`config.mk`:
```
export PLATFORM = sky130hd
export DESIGN_NAME = seg7_scan_driver
export DESIGN_NICKNAME = d
export VERILOG_FILES = /design/src/rtl/seg7_scan_driver.sv
export SDC_FILE = /design/constraint.sdc
export NUM_CORES = 1
export LEC_CHECK = 0
export ABC_AREA = 1
export BUFFER_PORTS_ARGS = -buffer_cell sky130_fd_sc_hd__buf_2
export CELL_PAD_IN_SITES_DETAIL_PLACEMENT = 0
export CELL_PAD_IN_SITES_GLOBAL_PLACEMENT = 1
export CORE_MARGIN = 8
export CORE_UTILIZATION = 42
export CTS_CLUSTER_SIZE = 8
export DETAILED_ROUTE_END_ITERATION = 7
export MAX_ROUTING_LAYER = met4
export PLACE_DENSITY_LB_ADDON = 0.1
export SLEW_MARGIN = 0
export SYNTH_ARGS = -nofsm -noshare
export SYNTH_HDL_FRONTEND = slang
export SYNTH_SLANG_ARGS = --single-unit
```
`constraint.sdc`:
```
create_clock -name CLK -period 1.84 [get_ports CLK]
set_clock_uncertainty 0.05 [all_clocks]
set_input_delay 0.184 -clock CLK [delete_from_list [all_inputs] [get_ports CLK]]
set_output_delay 0.184 -clock CLK [all_outputs]
set_load 0.02 [all_outputs]
```
`src/rtl/seg7_scan_driver.sv`:
```
// Multiplexed 4-digit hex display driver for a common-anode 7-segment module.
// Optional leading-zero blanking is compiled in with SEG7_LEADING_ZERO_BLANK_EN.

module seg7_hex_decode (
  input  logic [3:0] nibble,
  output logic [6:0] segN
);
  always_comb begin
    segN = 7'h7F;
    unique case (nibble)
      4'h0: segN = 7'h40;
      4'h1: segN = 7'h79;
      4'h2: segN = 7'h24;
      4'h3: segN = 7'h30;
      4'h4: segN = 7'h19;
      4'h5: segN = 7'h12;
      4'h6: segN = 7'h02;
      4'h7: segN = 7'h78;
      4'h8: segN = 7'h00;
      4'h9: segN = 7'h10;
      4'hA: segN = 7'h08;
      4'hB: segN = 7'h03;
      4'hC: segN = 7'h46;
      4'hD: segN = 7'h21;
      4'hE: segN = 7'h06;
      4'hF: segN = 7'h0E;
      default: segN = 7'h7F;
    endcase
  end
endmodule

module seg7_scan_driver #(
  parameter int REFRESH_DIV  = 50000,
  parameter int BLANK_CYCLES = 16
) (
  input  logic        CLK,
  input  logic        RST,
  input  logic [15:0] value_in,
  input  logic        freeze,
  output logic [6:0]  seg_n,
  output logic [3:0]  an_n,
  output logic        dp_n
);
  localparam int NUM_DIGITS = 4;
  localparam int PW = $clog2(REFRESH_DIV);
  localparam logic [PW-1:0] PMAX  = PW'(REFRESH_DIV - 1);
  localparam logic [PW-1:0] BLANK = PW'(BLANK_CYCLES);

  logic [PW-1:0] prescaler;
  logic [1:0]    digitIdx;
  logic [NUM_DIGITS-1:0][3:0] snapshot;
  logic          tick;

  assign tick = (prescaler == PMAX);

  // Snapshot only reloads at the frame boundary so a frame never mixes two values.
  always_ff @(posedge CLK or negedge RST) begin
    if (!RST) begin
      prescaler <= '0;
      digitIdx  <= '0;
      snapshot  <= '0;
    end else begin
      prescaler <= tick ? '0 : prescaler + PW'(1);
      if (tick) digitIdx <= digitIdx + 2'd1;
      if (tick && digitIdx == 2'd3 && !freeze) snapshot <= value_in;
    end
  end

  logic [NUM_DIGITS-1:0][6:0] digitSeg;
  for (genvar d = 0; d < NUM_DIGITS; d++) begin : g_dec
    seg7_hex_decode uDec (.nibble(snapshot[d]), .segN(digitSeg[d]));
  end

  logic [NUM_DIGITS-1:0] lzBlank;
`ifdef SEG7_LEADING_ZERO_BLANK_EN
  // Digit k is dark when it and every more-significant nibble are zero.
  assign lzBlank[0] = 1'b0;
  for (genvar k = 1; k < NUM_DIGITS; k++) begin : g_lz
    assign lzBlank[k] = ~|snapshot[NUM_DIGITS-1:k];
  end
`else
  assign lzBlank = '0;
`endif

  logic       digitBlank;
  logic [3:0] anNext;
  logic [6:0] segNext;
  logic       dpNext;

  always_comb begin
    digitBlank = (prescaler < BLANK) || lzBlank[digitIdx];
    anNext     = 4'hF;
    segNext    = 7'h7F;
    dpNext     = 1'b1;
    if (!digitBlank) begin
      anNext  = ~(4'b0001 << digitIdx);
      segNext = digitSeg[digitIdx];
      dpNext  = !(digitIdx == 2'd0 && freeze);
    end
  end

  always_ff @(posedge CLK or negedge RST) begin
    if (!RST) begin
      an_n  <= 4'hF;
      seg_n <= 7'h7F;
      dp_n  <= 1'b1;
    end else begin
      an_n  <= anNext;
      seg_n <= segNext;
      dp_n  <= dpNext;
    end
  end
endmodule

```
; Word level (Yosys, flattened, before mapping)
; Memories as Yosys holds them, arrays and structs flattened.
; Cells that the tools add are included.
[word_totals]
register_bits = 46
latchBits = 0
ramBits = 0
romBits = 448
input_bits = 19
output_inout_bits = 12
elab_cells = 36
mem_count = 4
[classes]
add_sub_neg = 2
n_mul = 0
n_div = 0
magnitude_cmp = 2
n_eq_ne = 2
shifts = 1
n_mux = 8
bitwise = 1
n_reduce_logical = 7
[memory_table]
columns = memory, words, word_bits, read_ports, rd_clocked_by_memory_dff, write_ports, line_no
row1 = (no name shown), 16, 7, 1, 0, 0, 10  ; unique case (nibble)
row2 = (no name shown), 16, 7, 1, 0, 0, 10
row3 = (no name shown), 16, 7, 1, 0, 0, 10
row4 = (no name shown), 16, 7, 1, 0, 0, 10
[ops]
columns = operator, count
row1 = 16-bit by 1-bit adder with 16-bit output (second input constant), 1
row2 = 16-bit == test (second input constant), 1
row3 = 16-bit by 5-bit less-than comparator with 1-bit output (second input constant), 1
row4 = 16-bit 2-to-1 mux, 1
row5 = 7-bit binary-select mux with 2-bit select, 1
row6 = 7-bit 2-to-1 mux, 2
row7 = 4-bit 2-to-1 mux, 1
row8 = 4-bit inverter, 1
row9 = 1-bit by 2-bit left shift with 4-bit output (first input constant), 1
row10 = 1-bit logical AND, 3
row11 = 2-bit by 3-bit less-than comparator with 1-bit output (second input constant), 1
row12 = 2-bit by 1-bit adder with 2-bit output (second input constant), 1
row13 = 1-bit binary-select mux with 2-bit select, 1
row14 = 2-bit == test (second input constant), 1
row15 = 1-bit logical NOT, 2
row16 = 2-bit logical NOT, 1
row17 = 1-bit 2-to-1 mux, 2
row18 = 1-bit logical OR, 1

; Longest topological paths before layout
[depth]
ltp_word = 4
ltp_mapped = 10
ltp_nobuf = 10

; Cells and area by module
; Synthesis repeated with hierarchy kept, for this count alone.
[unflattened]
hier_cells = 475
area_unflattened_um2 = 3439.5
[modules_own_cells]
columns = module, n_inst, cells_each, area_per_inst_um2, seq_area_each_um2
row1 = seg7_scan_driver, 1, 279, 2343.5, 1166.1
row2 = seg7_hex_decode, 4, 49, 274.0, 0.0

; Least setup slack after synthesis
; No wires, ideal clock.
[synth_path]
path_type = register to register
from = register prescaler[0]
to = register snapshot[6] (netlist name)
setup_ps = 117
arrival_time_ps = 1381
required_ps = 1673
slack_ps = 291
path_stages_with_launch = 10
path_buffers = 1
synth_period_minus_slack_ps = 1549
cell_sequence = dfrtp_1 > ha_1 > nand2_2 > nor2_4 > inv_2 > nor2_4 > nand3_4 > buf_6 > nand2_1 > nand2_1
[synth_between]
elab_chain_cells = 3
[synth_lines]
columns = element, line_no
row1 = start: declaration, 49  ; logic [PW-1:0] prescaler;
row2 = start signal: assignment, 63  ; prescaler <= tick ? '0 : prescaler + PW'(1);
row3 = 16-bit == test, 54  ; assign tick = (prescaler == PMAX);
row4 = 1-bit logical AND (2 in a row), 65  ; if (tick && digitIdx == 2'd3 && !freeze) snapshot <= value_in;
row5 = end signal: assignment, 65
row6 = end: declaration, 51  ; logic [NUM_DIGITS-1:0][3:0] snapshot;
; No other way between the ends.
; A chain may end at the register's enable or synchronous reset.

; Final worst setup path
[layout_path]
from = register prescaler[0]
to = register snapshot[3] (netlist name)
; The elaborated chain is that of the path after synthesis.

==> results.yml <==
power_and_ir_drop:
  netSwitchingFraction_pct: 21.6
  seq_power_share_pct: 59.4
  power.switching_uw: 368
  powerDensity_nw_per_um2: 467
  comb_power_share_pct: 2.7
  p_clk_share_pct: 37.9
  ir_drop_v: 0.000248
  p_total_mw: 1.71
  power.internal_mw: 1.34
  p_leak_nw: 1.87
global_routing:
  grt_util_all_layers_pct: 15.5
  grt_pass1_vias: 2881
  antenna_found_initial: 0
  grt_max_degree: 47
  grt_pass1_wl_um: 13700
  grt_remaining_overflow: 0
synthesis:
  yosysTopAreaCell: "dfrtp_1"
  synthTopCellsByArea: "dfrtp_1, nand2_1, nand3_1"
  synth_nets: 506
  async_flop_share_pct: 100
  yosys_register_bits: 46
  synth.most_common_cell: "nand2_1"
  syn_area_sq_um: 3280
  synth_area_per_cell_sq_um: 7.23
  yosys_warnings: 0
  synth_flop_cell: "dfrtp_1"
  synthAdderAreaFrac_pct: 12.6
  yosys.area_share.simple_pct: 37.1
  netlist-cell-type-count: 30
  synth_top_family_by_area: "simple AND/OR/NAND/NOR gates"
  synth_top_cell_area_share_pct: 25.9
  syn_inst: 454
  muxShareOfSynthArea_pct: 0
  synth-compound-area-share_pct: 3.62
  synthXorXnorAreaFrac_pct: 2.67
  netlist_top_cells_count: "nand2_1, nand3_1, inv_1"
  synth-edff-count: 0
  yosysSeqAreaShare_pct: 35.5
clocking:
  cts_tree: "done"
  clock_sinks: 46
  path_clk_slew_ns: 0.08
  h-tree-depth: 2
  clock_latency_ns: 0.30
  cts_setup_buffers: 0
  clockRootBuffer: "clkbuf_8"
  cts_buffers: 5
  clockBufferDepth: 2
floorplan:
  dieHeight_um: 104
  ioPinCount: 31
  start_util_pct: 42.9
  core_sq_um: 7650
  dieArea_sq_um: 10900
  rows: 32
  die_w_um: 104
sta:
  fin_ws_ns: 0.222
  max_freq_ghz: 0.618
  fin_crit_sh_pct: 87.9
  setup_violations: 0
  slew_viol_final: 0
  hold_viol_final: 0
  rsz0062_at_grt: "no"
  worst_pin_slew_ns: 0.568
  max-slew-margin-rel_pct: 62.2
  fin_crit_ns: 1.62
  tns_ns: 0
placed_design:
  gp_congestion: 0.853
  place_ws_ns: 0.133
  portBuffers: 30
  hpwlAfterDp_um: 5980
critical_path:
  path_class: "reg2reg"
  worstPathRequired_ns: 1.98
  r2r_slack_ns: 0.22
  worstPathMaxFanout: 16
  crit_arrival_ns: 1.76
  worst_setup_path_end_kind: "flop"
  worstSetupStartpointType: "flop"
finish:
  fin_util_pct: 47.8
  layout-drive-gt1-share_pct: 14.0
  final_nets: 538
  area_growth_pct: 11.3
  n_antenna_cell: 0
route:
  vias_per_cell: 4.91
  routed_wl_um: 7770
  drt-initial-drc-count: 124
  first_pass_iters: 5
  wl_per_cell_um: 13.2
  ant_nets: 0
  vias: 2891
  drc: 0
flow_run:
  drv_cap: 0
outcome:
  status: "complete, no violations"
worst_hold_path:
  min_path_type: "in2reg"
==> sequential cells by signal (all words and copies together), names as in the netlist <==
register and flops:
dp_n 1, digitIdx 2, snapshot 16, prescaler 16, seg_n 7, an_n 4
==> worst paths after layout <==
check	from	to	cells past startpoint
setup / recovery	prescaler[0]	snapshot[3]	8
hold / removal	freeze	dp_n	2
setup reg to reg	prescaler[0]	snapshot[3]	8
hold reg to reg	prescaler[0]	prescaler[0]	1
max in group asynchronous	RST	seg_n[4]	3
min in group asynchronous	RST	prescaler[5]	3
==> metal layers <==
metal  wire length (um)  track usage (%)
met5                  0                -
met4                 23             3.21
met3                320             2.91
met2               3720             24.9
met1               3700             19.7
==> worst max-delay path, stage by stage, from the launching register on <==
cell,delay (ns)
dfrtp_1,0.42
ha_1,0.20
nand2_2,0.08
nor2_4,0.16
inv_2,0.07
nor2_4,0.14
nand3_4,0.21
nand2_1,0.13
nand2_1,0.06
==> cell type report <==
class	count	area [sq um]
fillers	834	3990
multi-input cells	341	1840
repair buffers	41	235
well taps	102	128
clock buffers	8	90.1
flip-flops and latches	46	1170
inverters	51	196
==> logic make-up after synthesis <==
logic type,count (synthesis)
flops,46
xor+xnor,10
buf+inv,67
simple gates,276
compound gates,22
fa+ha+maj,33
==> cell usage in the layout (no fill, tap or decap) <==
cell type      synthesis  routed
inv_2                  1       1
a21oi_1               10      10
xor2_1                 9       9
nand2_4                1       1
nand2_1              141     141
buf_2                  3      30
dfstp_2               12      12
nand3_1               88      88
nand3_4                1       1
dfrtp_1               34      34
or2_2                  1       1
clkbuf_1               8       2
nand2_2                1       1
inv_6                  0       1
xnor2_1                1       1
inv_1                 47      47
clkinv_1               2       2
nor3_1                 4       4
o31ai_1                1       1
clkbuf_8               0       6
dlygate4sd3_1          0       1
o211ai_1               2       2
nor2_4                 2       2
ha_1                  33      33
nand4_1                4       4
a31oi_1                1       1
buf_4                  0      10
nand3b_1               3       3
nor2_2                 2       2
nor2_1                28      28
o21ai_0                8       8
==> repair_timing <==
item / CTS / global route
resized for setup: 0 / 2
hold buffers: 1 / 0
endpoints found under the hold margin: 34 / 0
endpoints found under the setup margin: 0 / 15
==> power by group through the flow <==
stage / Combinational, mW / Sequential (mW) / Clock [mW]
floorplan: 0.000851 / 1.03 / 0
global placement: 0.0463 / 1.03 / 0
detailed placement: 0.0468 / 1.03 / 0
CTS: 0.0484 / 1.01 / 0.677
global route: 0.0534 / 1.01 / 0.709
finish: 0.0457 / 1.01 / 0.646
==> through the flow <==
stage,cells,instance area (sq um),hold slack (ns)
global placement,580,3550,0.250
CTS,589,3650,0.0211
global route,589,3650,0.0262
finish,589,3650,0.0259
detailed placement,580,3550,0.258
floorplan,454,3280,-0.162
Note: power is estimated with default switching activity, not from simulation.
